`config.mk`:
```
export PLATFORM = sky130hd
export DESIGN_NAME = rlbp_code_fifo_flat
export DESIGN_NICKNAME = d
export VERILOG_FILES = /design/src/rtl/rlbp_code_fifo_if.sv /design/src/rtl/rlbp_code_fifo.sv /design/src/flat_wrapper.sv
export SDC_FILE = /design/constraint.sdc
export NUM_CORES = 1
export LEC_CHECK = 0
export CELL_PAD_IN_SITES_DETAIL_PLACEMENT = 2
export CELL_PAD_IN_SITES_GLOBAL_PLACEMENT = 2
export CORE_MARGIN = 1.5
export CORE_UTILIZATION = 42
export CTS_BUF_LIST = sky130_fd_sc_hd__clkbuf_16
export CTS_CLUSTER_DIAMETER = 120
export DETAILED_ROUTE_END_ITERATION = 7
export PLACE_DENSITY = 0.91
export SLEW_MARGIN = 0
export SYNTH_ARGS = -nofsm -noshare
export SYNTH_HDL_FRONTEND = slang
export SYNTH_SLANG_ARGS = --single-unit
```
`constraint.sdc`:
```
create_clock -name wb_clk_i -period 5.2 [get_ports wb_clk_i]
set_input_delay 0.52 -clock wb_clk_i [delete_from_list [all_inputs] [get_ports wb_clk_i]]
set_output_delay 0.52 -clock wb_clk_i [all_outputs]
set_load 0.05 [all_outputs]
```
`src/rtl/rlbp_code_fifo_if.sv`:
```
// Wishbone slave bundle for the RLBP code FIFO register window.
interface rlbp_code_fifo_if;
  logic        wbs_stb_i;
  logic        wbs_cyc_i;
  logic        wbs_we_i;
  logic [3:0]  wbs_sel_i;
  logic [31:0] wbs_adr_i;
  logic [31:0] wbs_dat_i;
  logic        wbs_ack_o;
  logic [31:0] wbs_dat_o;

  modport master (
    output wbs_stb_i, wbs_cyc_i, wbs_we_i, wbs_sel_i, wbs_adr_i, wbs_dat_i,
    input  wbs_ack_o, wbs_dat_o
  );

  modport slave (
    input  wbs_stb_i, wbs_cyc_i, wbs_we_i, wbs_sel_i, wbs_adr_i, wbs_dat_i,
    output wbs_ack_o, wbs_dat_o
  );
endinterface

```
`src/rtl/rlbp_code_fifo.sv`:
```
// Assembles synchronized comparator decisions into RLBP codes, buffers them in a FIFO
// and serves them over Wishbone. Define RLBP_FIFO_IRQ_EN to enable the threshold interrupt.
module rlbp_code_fifo #(
    parameter int          BITS_PER_CODE = 8,
    parameter int          DEPTH         = 16,
    parameter logic [7:0]  BASE_OFFSET   = 8'h80
) (
    input  logic             wb_clk_i,
    input  logic             rst,
    rlbp_code_fifo_if.slave  wb,
    input  logic             cmp_bit,
    input  logic             cmp_valid,
    input  logic             frame_clr,
    output logic             irq_o
);
    localparam int AW = $clog2(DEPTH);
    localparam int LW = AW + 1;
    localparam int CW = $clog2(BITS_PER_CODE + 1);
    localparam logic [CW-1:0] CNT_LAST = CW'(BITS_PER_CODE - 1);
    localparam logic [LW-1:0] LVL_FULL = LW'(DEPTH);

    logic [2:0] v_sync, f_sync;
    logic [1:0] b_sync;
    logic       v_edge, f_edge, bit_s;

    logic                     en_q, ovf_q, partial_q, ack_q;
    logic [31:0]              dat_q, rdata;
    logic [BITS_PER_CODE-1:0] code_q, code_n, push_data;
    logic [CW-1:0]            cnt_q, cnt_n;
    logic                     push_n, push_req, partial_set;
    logic [BITS_PER_CODE-1:0] mem [DEPTH];
    logic [AW-1:0]            wr_ptr, rd_ptr;
    logic [LW-1:0]            level_q;
    logic                     empty, full, do_push, do_pop, overflow;
    logic                     wb_req, access, wr_en, ctrl_wr, flush, clrf, pop_req;
    logic [3:0]               offs;
    logic                     unused_bits;

    // The third stage of each valid/frame chain holds the previous synced level for edge detection.
    always_ff @(posedge wb_clk_i) begin
        if (rst) begin
            v_sync <= '0;
            f_sync <= '0;
            b_sync <= '0;
        end else begin
            v_sync <= {v_sync[1:0], cmp_valid};
            f_sync <= {f_sync[1:0], frame_clr};
            b_sync <= {b_sync[0], cmp_bit};
        end
    end

    assign v_edge = v_sync[1] & ~v_sync[2];
    assign f_edge = f_sync[1] & ~f_sync[2];
    assign bit_s  = b_sync[1];

    assign wb_req  = wb.wbs_cyc_i & wb.wbs_stb_i & (wb.wbs_adr_i[31:28] == 4'h3)
                   & (wb.wbs_adr_i[7:4] == BASE_OFFSET[7:4]);
    assign access  = wb_req & ~ack_q;
    assign offs    = wb.wbs_adr_i[3:0];
    assign wr_en   = access & wb.wbs_we_i & wb.wbs_sel_i[0];
    assign ctrl_wr = wr_en & (offs == 4'h8);
    assign flush   = ctrl_wr & wb.wbs_dat_i[1];
    assign clrf    = ctrl_wr & wb.wbs_dat_i[2];
    assign pop_req = access & ~wb.wbs_we_i & (offs == 4'h0);
    assign unused_bits = ^{wb.wbs_adr_i[27:8], wb.wbs_dat_i[31:3], wb.wbs_sel_i[3:1]};

    // A frame edge in the same cycle as a valid edge acts on the post-shift count.
    always_comb begin
        code_n      = code_q;
        cnt_n       = cnt_q;
        push_n      = 1'b0;
        partial_set = 1'b0;
        if (!en_q) begin
            cnt_n = '0;
        end else begin
            if (v_edge) begin
                code_n = {code_q[BITS_PER_CODE-2:0], bit_s};
                if (cnt_q == CNT_LAST) begin
                    cnt_n  = '0;
                    push_n = 1'b1;
                end else begin
                    cnt_n = cnt_q + 1'b1;
                end
            end
            if (f_edge) begin
                partial_set = (cnt_n != '0);
                cnt_n       = '0;
            end
        end
    end

    always_ff @(posedge wb_clk_i) begin
        if (rst || flush) begin
            code_q    <= '0;
            cnt_q     <= '0;
            push_req  <= 1'b0;
            push_data <= '0;
        end else begin
            code_q   <= code_n;
            cnt_q    <= cnt_n;
            push_req <= push_n;
            if (push_n) push_data <= code_n;
        end
    end

    assign empty    = (level_q == '0);
    assign full     = (level_q == LVL_FULL);
    assign do_pop   = pop_req & ~empty;
    assign do_push  = push_req & (~full | do_pop);
    assign overflow = push_req & full & ~do_pop & ~flush;

    always_ff @(posedge wb_clk_i) begin
        if (rst || flush) begin
            wr_ptr  <= '0;
            rd_ptr  <= '0;
            level_q <= '0;
        end else begin
            if (do_push) wr_ptr <= wr_ptr + 1'b1;
            if (do_pop)  rd_ptr <= rd_ptr + 1'b1;
            if (do_push && !do_pop)      level_q <= level_q + 1'b1;
            else if (do_pop && !do_push) level_q <= level_q - 1'b1;
        end
    end

    always_ff @(posedge wb_clk_i) begin
        if (do_push && !flush) mem[wr_ptr] <= push_data;
    end

`ifdef RLBP_FIFO_IRQ_EN
    logic [7:0] thresh_q;

    always_ff @(posedge wb_clk_i) begin
        if (rst) begin
            thresh_q <= '0;
            irq_o    <= 1'b0;
        end else begin
            if (wr_en && offs == 4'hC) thresh_q <= wb.wbs_dat_i[7:0];
            irq_o <= ((thresh_q != 8'h0) && (8'(level_q) >= thresh_q)) || ovf_q;
        end
    end
`else
    logic [7:0] thresh_q;
    assign thresh_q = 8'h0;
    assign irq_o    = 1'b0;
`endif

    always_comb begin
        rdata = '0;
        case (offs)
            4'h0: if (!empty) begin
                rdata[BITS_PER_CODE-1:0] = mem[rd_ptr];
                rdata[31]                = 1'b1;
            end
            4'h4: rdata = {8'h0, 8'(cnt_q), 8'(level_q), 4'h0, partial_q, ovf_q, full, empty};
            4'h8: rdata = {31'h0, en_q};
            4'hC: rdata = {24'h0, thresh_q};
            default: rdata = '0;
        endcase
    end

    // Sticky flags: a same-cycle set wins over CLRF so no event is lost.
    always_ff @(posedge wb_clk_i) begin
        if (rst) begin
            ack_q     <= 1'b0;
            dat_q     <= '0;
            en_q      <= 1'b0;
            ovf_q     <= 1'b0;
            partial_q <= 1'b0;
        end else begin
            ack_q <= access;
            dat_q <= access ? rdata : 32'h0;
            if (ctrl_wr) en_q <= wb.wbs_dat_i[0];
            if (clrf) begin
                ovf_q     <= 1'b0;
                partial_q <= 1'b0;
            end
            if (overflow) ovf_q <= 1'b1;
            if (partial_set && !flush) partial_q <= 1'b1;
        end
    end

    assign wb.wbs_ack_o = ack_q;
    assign wb.wbs_dat_o = dat_q;
endmodule

```
`src/flat_wrapper.sv`:
```
// flat-port wrapper written by rule: the top's interface ports become plain ports
module rlbp_code_fifo_flat 
#(
    parameter int          BITS_PER_CODE = 8,
    parameter int          DEPTH         = 16,
    parameter logic [7:0]  BASE_OFFSET   = 8'h80
)
  (wb_clk_i, rst, cmp_bit, cmp_valid, frame_clr, irq_o, wb_wbs_stb_i, wb_wbs_cyc_i, wb_wbs_we_i, wb_wbs_sel_i, wb_wbs_adr_i, wb_wbs_dat_i, wb_wbs_ack_o, wb_wbs_dat_o);
  rlbp_code_fifo_if wb_i ();
  input  logic wb_clk_i;
  input  logic rst;
  input  logic cmp_bit;
  input  logic cmp_valid;
  input  logic frame_clr;
  output logic irq_o;
  input wire logic [$bits(wb_i.wbs_stb_i)-1:0] wb_wbs_stb_i;
  input wire logic [$bits(wb_i.wbs_cyc_i)-1:0] wb_wbs_cyc_i;
  input wire logic [$bits(wb_i.wbs_we_i)-1:0] wb_wbs_we_i;
  input wire logic [$bits(wb_i.wbs_sel_i)-1:0] wb_wbs_sel_i;
  input wire logic [$bits(wb_i.wbs_adr_i)-1:0] wb_wbs_adr_i;
  input wire logic [$bits(wb_i.wbs_dat_i)-1:0] wb_wbs_dat_i;
  output wire logic [$bits(wb_i.wbs_ack_o)-1:0] wb_wbs_ack_o;
  output wire logic [$bits(wb_i.wbs_dat_o)-1:0] wb_wbs_dat_o;
  assign wb_i.wbs_stb_i = wb_wbs_stb_i;
  assign wb_i.wbs_cyc_i = wb_wbs_cyc_i;
  assign wb_i.wbs_we_i = wb_wbs_we_i;
  assign wb_i.wbs_sel_i = wb_wbs_sel_i;
  assign wb_i.wbs_adr_i = wb_wbs_adr_i;
  assign wb_i.wbs_dat_i = wb_wbs_dat_i;
  assign wb_wbs_ack_o = wb_i.wbs_ack_o;
  assign wb_wbs_dat_o = wb_i.wbs_dat_o;
  rlbp_code_fifo #(.BITS_PER_CODE(BITS_PER_CODE), .DEPTH(DEPTH), .BASE_OFFSET(BASE_OFFSET)) u_core (.wb_clk_i(wb_clk_i), .rst(rst), .wb(wb_i), .cmp_bit(cmp_bit), .cmp_valid(cmp_valid), .frame_clr(frame_clr), .irq_o(irq_o));
endmodule
```
## Word-level counts from Yosys, hierarchy flattened

Memory sizes are Yosys's and may differ from the RTL's. A register that Yosys moved wholly into a read port is not among the register bits.
Index checks and enable logic that the tools add are counted.

- Register bits after elaboration: 78
- Latch bits: 0
- Memory bits (writable): 128
- Memory bits (read-only): 0
- Input port bits: 76
- Output and inout port bits: 34
- Word-level logic and storage cells: 100
- Memories: 1

- Add/subtract/negate cells: 5
- $mul: 0
- Div/mod/pow operators: 0
- $lt $le $gt $ge: 0
- Equality and inequality tests: 6
- Shifts and indexed selects: 0
- Mux-type cells: 22
- Bitwise gates (word level): 31
- Reductions and logical operators: 18

Memory list:

| name | words | bits a word | rd ports | clocked after memory_dff | wr ports | RTL line | text |
|---|---|---|---|---|---|---|---|
| u_core.mem | 16 | 8 | 1 | 1 | 1 | rlbp_code_fifo.sv:31 | `logic [BITS_PER_CODE-1:0] mem [DEPTH];` |

Operators by type and width:

| cell | count |
|---|---|
| 8-bit 2-to-1 mux | 3 |
| 8-bit one-hot mux with 3 select lines | 1 |
| 4-bit 2-to-1 mux | 5 |
| 1-bit bitwise AND | 18 |
| 4-bit by 1-bit adder with 4-bit output (second input constant) | 3 |
| 1-bit inverter | 12 |
| 1-bit 2-to-1 mux | 11 |
| 5-bit 2-to-1 mux | 2 |
| 3-bit OR reduction | 3 |
| 4-bit by 3-bit == test with 1-bit output (second input constant) | 2 |
| 4-bit == test (second input constant) | 2 |
| 2-bit nonzero test | 3 |
| 5-bit by 1-bit adder with 5-bit output (second input constant) | 1 |
| 5-bit == test (second input constant) | 1 |
| 5-bit logical NOT | 1 |
| 5-bit by 1-bit subtractor with 5-bit output (second input constant) | 1 |
| 4-bit by 2-bit == test with 1-bit output (second input constant) | 1 |
| 1-bit logical AND | 4 |
| 4-bit logical NOT | 1 |
| 4-bit nonzero test | 1 |
| 1-bit logical NOT | 3 |
| 2-bit OR reduction | 1 |
| 1-bit logical OR | 1 |
| 1-bit bitwise OR | 1 |

## Depth between registers and ports, before layout

Gate-level depths: netlist of the first run.

- Word-level depth: 13
- Mapped depth: 11

## Worst setup path after synthesis of the first run

Ideal clock, no wire load.

- Kind: input -> register
- Start point: input port wb_wbs_adr_i[30]
- End point: register u_core.level_q[4]
- Arrival time: 3345 ps
- Path slack: 1785 ps
- Stages: 11
- Path through: or4b_1 > or4_4 > o2bb2ai_4 > ha_1 > inv_1 > fa_1 > a21o_1 > a21oi_1 > xnor2_1 > or3_1 > a21oi_1

- Longest elaborated chain between the ends: 12

RTL lines:

| element | RTL line | text |
|---|---|---|
| start, declared | flat_wrapper.sv:20 | `input wire logic [$bits(wb_i.wbs_adr_i)-1:0] wb_wbs_adr_i;` |
| 4-bit by 2-bit == test with 1-bit output (*) | rlbp_code_fifo.sv:56 | `assign wb_req = wb.wbs_cyc_i & wb.wbs_stb_i & (wb.wbs_adr_i[31:28] == 4'h3)` |
| 1-bit bitwise AND (*) | rlbp_code_fifo.sv:56 |  |
| 1-bit bitwise AND (*) | rlbp_code_fifo.sv:57 | `& (wb.wbs_adr_i[7:4] == BASE_OFFSET[7:4]);` |
| 1-bit bitwise AND (*) | rlbp_code_fifo.sv:58 | `assign access = wb_req & ~ack_q;` |
| 1-bit bitwise AND (*) (2 in series) | rlbp_code_fifo.sv:64 | `assign pop_req = access & ~wb.wbs_we_i & (offs == 4'h0);` |
| 1-bit bitwise AND (*) | rlbp_code_fifo.sv:108 | `assign do_pop = pop_req & ~empty;` |
| 1-bit bitwise OR (*) | rlbp_code_fifo.sv:109 | `assign do_push = push_req & (~full \| do_pop);` |
| 1-bit bitwise AND (*) | rlbp_code_fifo.sv:109 |  |
| net u_core.do_push | rlbp_code_fifo.sv:34 | `logic empty, full, do_push, do_pop, overflow;` |
| 1-bit logical NOT | rlbp_code_fifo.sv:121 | `else if (do_pop && !do_push) level_q <= level_q - 1'b1;` |
| 1-bit logical AND | rlbp_code_fifo.sv:121 |  |
| 2-bit nonzero test (no source line) | -- |  |
| end signal, assigned | rlbp_code_fifo.sv:120 | `if (do_push && !do_pop) level_q <= level_q + 1'b1;` |
| end signal, assigned | rlbp_code_fifo.sv:121 |  |
| end, declared | rlbp_code_fifo.sv:33 | `logic [LW-1:0] level_q;` |

The timed path passes the listed nets; every way through them passes the cells marked *.
A chain may end at the register's enable or synchronous reset.

## Final worst setup path of the first run

Ends and elaborated chain as after synthesis.

==> results of run 1 <==
==> metal layers <==
| layer | part of all wire [%] | up-vias |
|---|---|---|
| met5 | 0 | - |
| met4 | 2.9 | 0 |
| met3 | 2.9 | 34 |
| met2 | 55 | 96 |
| met1 | 39 | 2356 |
| li1 | - | 2002 |
==> per-stage QoR <==
stage          power, mW  hold WS [ps]  util (%)  setup slack [ps]
4_1_cts             3.03           460      49.7              1480
3_5_place_dp        1.73           442      46.4              1030
5_1_grt             3.09           468      49.7              1310
3_3_place_gp        1.73           422      46.4              1180
2_1_floorplan       1.71           414         -              1790
6_report            3.01           447      49.7              1490
==> report_power, final <==
group	internal, mW	switching, mW
Sequential	1.63	0.00123
Combinational	0.0210	0.0417
Clock	0.714	0.603
Total	2.37	0.646
==> cells in the mapped netlist, types with 3 or more instances <==
cell type / instances
edfxtp_1: 128
dfxtp_1: 67
nor2_1: 38
mux4_2: 33
a21oi_1: 21
mux2i_1: 20
nand2_1: 20
nor2b_1: 16
buf_4: 15
nor3_1: 13
buf_2: 12
and2_1: 10
ha_1: 10
nand3_1: 10
a211oi_1: 8
clkbuf_1: 8
nand4_1: 8
inv_1: 7
buf_1: 5
or3_1: 5
xnor2_1: 5
xor2_1: 5
a211oi_2: 4
a21o_1: 4
nand2b_1: 4
o21ai_0: 3
or4_4: 3
==> flip-flops by register name, indices dropped and copies added (netlist names), named ones only <==
signal               cells
u_core.b_sync            2
u_core.cnt_q             4
u_core.code_q            7
u_core.en_q              1
u_core.f_sync            3
u_core.level_q           5
u_core.mem             128
u_core.ovf_q             1
u_core.partial_q         1
u_core.push_data         8
u_core.push_req          1
u_core.rd_ptr            4
u_core.v_sync            3
u_core.wb.wbs_ack_o      1
u_core.wb.wbs_dat_o     18
u_core.wr_ptr            4
==> path summary, 6_finish.rpt <==
path	startpoint	endpoint	slack, ps	cells after the start
hold / removal	u_core.v_sync[0]	u_core.v_sync[1]	450	1
setup reg to reg	u_core.wb.wbs_ack_o	u_core.level_q[4]	1720	11
hold reg to reg	u_core.v_sync[0]	u_core.v_sync[1]	450	1
setup / recovery	wb_wbs_adr_i[30]	u_core.level_q[4]	1490	12
==> logic make-up after synthesis <==
family | share of synthesized area, %
AO/OA/AOI/OAI | 4.68
flip-flops | 66.4
buffers and inverters | 3.43
XOR/XNOR | 1.12
other | 0.0481
multiplexers | 12.2
AND/OR/NAND/NOR | 10.2
adder cells (fa/ha/maj) | 1.86
==> cell type report <==
cell class	instances	area, um2	share of cell area [%]
tap	229	287	3.19
sequential	195	5180	57.7
timing repair buffer	51	488	5.43
clock inverter	15	159	1.77
inverter	8	35.0	0.390
clock buffer	17	425	4.74
multi-input combinational	286	2400	26.8
==> results.ini, run 1 <==
[drt]
avgRoutedWirePerCell_um = 25.7
viasPerCell = 5.60
vias = 4488
drt-initial-drc-count = 255
dr.pass1.iters = 4
ant_nets = 0
routed_wl_mm = 20.5
drcViolationCount = 0

[floorplan]
die_w_um = 139
core_mm2 = 0.0181
fp.dieArea_mm2 = 0.0194
rows = 49
die_h_um = 139
start_util_pct = 43.1
top_level_ports = 110

[synthesis]
syn_area_per_cell_um2 = 15.1
yosysTopAreaCellShare_pct = 49.3
syn_inst = 516
synth-seq-cells = 195
synth_top_cell_by_area = edfxtp_1
yosys_warnings = 0
synth_area_leaders = edfxtp_1 (49%), dfxtp_1 (17%), mux4_2 (9.5%)
syn-cell-area_mm2 = 0.00780
async_flop_share_pct = 0
yosys_most_used_dff = edfxtp_1
yosysUniqueCellTypes = 56
synth_edf_count = 128
seq_area_frac_synth_pct = 66.4

[placement]
post-dp-hpwl_mm = 13.7
portBuffers = 42
dp_cells = 769
placed_cell_area_mm2 = 0.00840
gp_congestion = 0.766

[sta]
fin_crit_sh_pct = 71.4
slew-limit-headroom_pct = 4.47
hold_viol = 0
setup_violations = 0
drv_slew = 0
rsz0062_at_grt = no
fmax_mhz = 269
post-route-min-period_ps = 3710
tightest_slew_ps = 1430
fin_tns_setup_ps = 0
finClkSkew_ps = 8.67

[grt]
met3_usage_pct = 4.58
met1_usage_pct = 24.5
grt.total_usage_pct = 22.2
busiest_layer = met2
grt_pass1_wl_mm = 31.1
grt_pass1_vias = 5127
grt_util_met2_pct = 41.4
grt_max_degree = 37
overflow = 0
grt_antenna_before_repair = 0

[final_layout]
syn2layout_area_growth_pct = 15.1
nets = 646
num_antenna_cells = 0
stdcell_count = 801
drive_gt1_share_pct = 15.2
final_cell_mix = edfxtp_1 (128), dfxtp_1 (67), clkdlybuf4s50_1 (42), nor2_1 (38), mux4_2 (33)
layout_commonest_cell = edfxtp_1
fill_cells = 1688
fin_area_mm2 = 0.00898

[clock_tree]
cts_hold_buf = 0
cts_tree = built
cts_num_sinks = 195
numCtsBuffers = 17
clkTransAtPathRegs_ps = 70
h-tree-depth = 4
cts_buffer_depth = 2
cts_root_buf = clkbuf_16
cts_setup_buffers = 0
worstSkewPairLatency_ps = 440
ctsResizeCount = 0

[worst_setup_path]
worst-path-buf-inv = 2
crit_path_frequent_cell = a21oi_1
crit_family = simple AND/OR/NAND/NOR gates
critPathArrivalTime_ps = 4080
cp_max_fo = 5
cp_slowest_cell = or4b_1
crit_type = primary input to flop
end_kind = flop
worstPathRequired_ps = 5570
cpPeakStageDelay_ps = 570
path_cells = clkdlybuf4s50_1, or4b_1, or4_4, o2bb2ai_4, ha_1, inv_1, fa_1, a21o_1, a21oi_1, xnor2_1, or3_1, a21oi_1
crit_path_start_kind = primary input

[status]
status = complete, no violations

[pwr]
power_leakage_nw = 2.92
p_per_area_mw_per_mm2 = 335
peakVddDrop_uv = 238

[hold_path]
min_path_type = flop to flop

[flow_run]
max_cap_viol_count = 0

No activity file was read; power rests on OpenSTA's default activity.
==> run 2: changes to the inputs <==
--- a/config.mk
+++ b/config.mk
@@ -8,11 +8,11 @@
 export CELL_PAD_IN_SITES_DETAIL_PLACEMENT = 2
 export CELL_PAD_IN_SITES_GLOBAL_PLACEMENT = 2
 export CORE_MARGIN = 1.5
-export CORE_UTILIZATION = 42
+export CORE_UTILIZATION = 35
 export CTS_BUF_LIST = sky130_fd_sc_hd__clkbuf_16
 export CTS_CLUSTER_DIAMETER = 120
 export DETAILED_ROUTE_END_ITERATION = 7
-export PLACE_DENSITY = 0.91
+export PLACE_DENSITY = 0.82
 export SLEW_MARGIN = 0
 export SYNTH_ARGS = -nofsm -noshare
 export SYNTH_HDL_FRONTEND = slang
==> constraint.sdc (replaced) <==
create_clock -name wb_clk_i -period 3.01 [get_ports wb_clk_i]
set_input_delay 0.301 -clock wb_clk_i [delete_from_list [all_inputs] [get_ports wb_clk_i]]
set_output_delay 0.301 -clock wb_clk_i [all_outputs]
set_load 0.05 [all_outputs]
==> run 2 against run 1 <==
Net effect:
- the flow now finishes with violations (negative setup slack)
- clock power is 72% higher
- combinational power grew 93%
- sequential cell count is the same
- largest power group unchanged
- largest cell class unchanged
- hold slack worse by 32 ps
- final area grew 5.1%
==> results.ini, run 2 (synthesized netlist as in run 1, its figures left out) <==
[grt]
grt_max_degree = 18
met1_usage_pct = 21.5
grt_util_met2_pct = 33.7
grt_pass1_vias = 5366
grt_antenna_before_repair = 0
overflow = 0
busiest_layer = met2
met3_usage_pct = 3.58
grt_pass1_wl_mm = 31.9
grt.total_usage_pct = 18.3

[clock_tree]
cts_tree = built
worstSkewPairLatency_ps = 440
cts_root_buf = clkbuf_16
h-tree-depth = 4
cts_num_sinks = 195
cts_buffer_depth = 2
clkTransAtPathRegs_ps = 70
numCtsBuffers = 17
cts_hold_buf = 0

[floorplan]
top_level_ports = 110
die_h_um = 152
die_w_um = 152
start_util_pct = 35.8
fp.dieArea_mm2 = 0.0232
core_mm2 = 0.0218
rows = 54

[sta]
fin_tns_setup_ps = -43.9
slew-limit-headroom_pct = 52.8
fmax_mhz = 327
finalWorstSetupSlack_ps = -43.9
finClkSkew_ps = 13.0
setup_violations = 1
rsz0062_at_grt = yes
fin_crit_sh_pct = 101
holdWs_ps = 416
hold_viol = 0
drv_slew = 0
tightest_slew_ps = 707
post-route-min-period_ps = 3050

[drt]
ant_nets = 0
routed_wl_mm = 20.4
drt-initial-drc-count = 240
drcViolationCount = 0
dr.pass1.iters = 4
viasPerCell = 5.19
avgRoutedWirePerCell_um = 22.7
vias = 4669

[worst_setup_path]
reg2reg_to = u_core.level_q[4]
worstPathRequired_ps = 3380
end_kind = flop
crit_type = flop to flop
reg2reg_setup_slack_ps = -40
critPathArrivalTime_ps = 3420
cp_max_fo = 4
worst-path-buf-inv = 1
crit_path_frequent_cell = a21oi_2
cpPeakStageDelay_ps = 520
cp_slowest_cell = or4_4
crit_path_start_kind = flop
path_cells = or4b_4, or4_4, o2bb2ai_4, ha_4, inv_4, fa_2, a21o_1, a21oi_2, xnor2_1, or3_1, a21oi_2
ff2ff_path_depth = 11
crit_family = simple AND/OR/NAND/NOR gates
reg2reg_from = u_core.wb.wbs_ack_o

[placement]
placed_cell_area_mm2 = 0.00883
place_ws_ps = -588
portBuffers = 42
post-dp-hpwl_mm = 14.5
dp_cells = 865
gp_congestion = 0.795

[status]
violations = negative setup slack
status = finished, violations left

[final_layout]
nets = 693
stdcell_count = 899
num_antenna_cells = 0
final_util_pct = 43.3
final_cell_mix = edfxtp_1 (128), dfxtp_1 (66), buf_4 (56), clkdlybuf4s50_1 (41), nor2_1 (38)
syn2layout_area_growth_pct = 21.0
regMostFlops = u_core.mem
layout_commonest_cell = edfxtp_1
fin_area_mm2 = 0.00944
drive_gt1_share_pct = 22.9
largest_reg_flops = 128

[pwr]
fin_total_pwr_mw = 5.21
power_leakage_nw = 3.17
p_per_area_mw_per_mm2 = 552
peakVddDrop_uv = 346

[flow_run]
max_cap_viol_count = 0

[hold_path]
holdPathEnd = u_core.v_sync[0]
min_path_cells = 2
worstHoldStart = cmp_valid
min_path_type = primary input to flop

[run 2: area by class of cell]
cell class                 count  area, um2
clock buffer                  17        425
clock inverter                15        161
fill                        2101      12400
inverter                       8       37.5
multi-input combinational    286       2440
sequential                   195       5190
tap                          280        350
timing repair buffer          98        840
[run 2: repair_timing]
item	CTS	global route
pin swaps	4	1
setup buffers	2	0
endpoints found under the setup margin	1	1
resized for setup	5	0
[run 2: per-layer routing]
layer  vias up  routed length (um)  part of all wire, %
met5         -                   0                    0
met4         0                 303                  1.5
met3        28                 618                  3.0
met2       101               11200                   55
met1      2437                8240                   40
li1       2103                   -                    -
[run 2: worst max path at each step]
| stage | slack (ps) | to | cells past startpoint | startpoint |
|---|---|---|---|---|
| 6_report | -40 | u_core.level_q[4] | 11 | u_core.wb.wbs_ack_o |
| 5_1_grt | -130 | u_core.level_q[4] | 11 | u_core.wb.wbs_ack_o |
| 4_1_cts | -80 | u_core.level_q[4] | 11 | u_core.wb.wbs_ack_o |
| 3_5_place_dp | -590 | u_core.level_q[4] | 12 | wb_wbs_adr_i[30] |
| 3_3_place_gp | -480 | u_core.level_q[4] | 12 | wb_wbs_adr_i[31] |
| 2_1_floorplan | 10 | u_core.level_q[4] | 11 | wb_wbs_adr_i[4] |
[run 2: power breakdown]
group	total, mW	internal, mW	leakage (nW)	switching [mW]
Clock	2.27	1.23	0.283	1.04
Sequential	2.82	2.82	1.73	0.00151
Combinational	0.121	0.0462	1.16	0.0748
[run 2: worst register-to-register path, cell delays in order, from the launching register on]
cell and delay, ps:
dfxtp_4 350, or4b_4 490, or4_4 520, o2bb2ai_4 170, ha_4 170, inv_4 50
fa_2 350, a21o_1 190, a21oi_2 170, xnor2_1 100, or3_1 320, a21oi_2 130
==> run 3: changes to the inputs <==
--- a/config.mk
+++ b/config.mk
@@ -9,7 +9,6 @@
 export CELL_PAD_IN_SITES_GLOBAL_PLACEMENT = 2
 export CORE_MARGIN = 1.5
 export CORE_UTILIZATION = 35
-export CTS_BUF_LIST = sky130_fd_sc_hd__clkbuf_16
 export CTS_CLUSTER_DIAMETER = 120
 export DETAILED_ROUTE_END_ITERATION = 7
 export PLACE_DENSITY = 0.82
==> run 3 against run 2 <==
Net effect:
- the run still ends with negative setup slack left
- non-clock buffer count is the same
- total power increased by 0.12%
- clock power hardly changed
- combinational power barely moved
- fmax unchanged
- via count unchanged
- critical path depth did not move
- hold slack about the same
- global-route usage is the same
- first-iteration DRC count did not move
- sequential share of layout area is the same
- critical path type unchanged
- largest power group unchanged
==> results.ini, run 3 (synthesized netlist as in run 1, its figures left out) <==
[status]
status = finished, violations left
violations = negative setup slack

[grt]
overflow = 0
grt_pass1_vias = 5366
grt_pass1_wl_mm = 31.9
busiest_layer = met2
grt.total_usage_pct = 18.3
grt_max_degree = 18
grt_antenna_before_repair = 0
met1_usage_pct = 21.5
met3_usage_pct = 3.58
grt_util_met2_pct = 33.7

[floorplan]
rows = 54
core_mm2 = 0.0218
fp.dieArea_mm2 = 0.0232
start_util_pct = 35.8
die_w_um = 152
die_h_um = 152
top_level_ports = 110

[final_layout]
largest_reg_flops = 128
drive_gt1_share_pct = 22.9
fill_cells = 2101
layout_commonest_cell = edfxtp_1
regMostFlops = u_core.mem
final_cell_mix = edfxtp_1 (128), dfxtp_1 (66), buf_4 (56), clkdlybuf4s50_1 (41), nor2_1 (38)
num_antenna_cells = 0
syn2layout_area_growth_pct = 21.0
nets = 693

[placement]
portBuffers = 42
post-dp-hpwl_mm = 14.5
gp_congestion = 0.795

[sta]
slew-limit-headroom_pct = 52.8
finClkSkew_ps = 13.0
holdWs_ps = 416
fin_tns_setup_ps = -43.9
fmax_mhz = 327
tightest_slew_ps = 707
hold_viol = 0
drv_slew = 0
finalWorstSetupSlack_ps = -43.9
fin_crit_sh_pct = 101
setup_violations = 1
post-route-min-period_ps = 3050
rsz0062_at_grt = yes

[worst_setup_path]
cp_max_fo = 4
crit_start = u_core.wb.wbs_ack_o
worstPathRequired_ps = 3380
crit_path_start_kind = flop
path_cells = or4b_4, or4_4, o2bb2ai_4, ha_4, inv_4, fa_2, a21o_1, a21oi_2, xnor2_1, or3_1, a21oi_2
reg2reg_from = u_core.wb.wbs_ack_o
worst-path-buf-inv = 1
crit_path_frequent_cell = a21oi_2
cp_slowest_cell = or4_4
cpPeakStageDelay_ps = 520
crit_type = flop to flop
critPathArrivalTime_ps = 3420
crit_family = simple AND/OR/NAND/NOR gates
end_kind = flop

[clock_tree]
numCtsBuffers = 17
worstSkewPairLatency_ps = 440
cts_buffer_depth = 2
cts_num_sinks = 195
h-tree-depth = 4
cts_tree = built
clkTransAtPathRegs_ps = 70
cts_root_buf = clkbuf_16

[pwr]
peakVddDrop_uv = 347
power_leakage_nw = 3.16
p_per_area_mw_per_mm2 = 553

[drt]
routed_wl_mm = 20.4
avgRoutedWirePerCell_um = 22.7
dr.pass1.iters = 4
ant_nets = 0
viasPerCell = 5.19
vias = 4669
drt-initial-drc-count = 240
drcViolationCount = 0

[hold_path]
worstHoldStart = cmp_valid
min_path_type = primary input to flop

[flow_run]
max_cap_viol_count = 0

==> run 3: cell types whose count changed in the layout (fill, tap and decap cells not counted) <==
cell	before	now
clkbuf_1	0	2
inv_1	8	6
==> run 3: per-layer routing <==
metal | vias to the layer above | routed length [um]
met5 | - | 0
met4 | 0 | 303
met3 | 28 | 618
met2 | 101 | 11200
met1 | 2437 | 8240
li1 | 2103 | -
==> run 3: layout make-up <==
type	instances	area [um2]	share of cell area, %
clock buffers	19	433	4.59
flip-flops and latches	195	5190	55.0
repair buffers	98	840	8.89
multi-input cells	286	2440	25.8
well taps	280	350	3.71
inverters	8	37.5	0.398
clock inverters	13	154	1.63
==> run 3: timing repair <==
action,4_1_cts,5_1_grt
setup endpoints to repair,1,1
cloned,0,0
pin swaps,4,1
hold buffers,0,0
resized for setup,5,0
setup buffers,2,0
endpoints found under the hold margin,0,0
==> run 3: path summary, 6_finish.rpt <==
path | end | slack [ps] | depth (start not counted)
max reg2reg | u_core.level_q[4] | -40 | 11
max | u_core.level_q[4] | -40 | 11
min | u_core.v_sync[0] | 420 | 2
min reg2reg | u_core.b_sync[1] | 450 | 1
==> run 3: worst reg2reg max path: stages, from the launching register on <==
cell and delay [ps]:
dfxtp_4 350, or4b_4 490, or4_4 520, o2bb2ai_4 170, ha_4 170, inv_4 50, fa_2 350, a21o_1 190
a21oi_2 170, xnor2_1 100, or3_1 320, a21oi_2 130
==> run 3: through the flow <==
step	area [um2]	worst slack, ps	total power [mW]	utilization (%)	cells
floorplan	7890	12.1	2.96	-	530
global placement	8830	-477	3.00	40.5	865
detailed placement	8830	-588	3.00	40.5	865
CTS	9440	-83.0	5.27	43.3	899
global route	9440	-127	5.37	43.3	899
finish	9440	-43.9	5.22	43.3	899
==> run 3: report_power, final <==
group          leakage, nW  internal (mW)  total [mW]  switching (mW)
registers             1.73           2.82        2.82         0.00151
logic                 1.16         0.0462       0.121          0.0748
clock network        0.275           1.24        2.28            1.04
total                 3.16           4.10        5.22            1.11
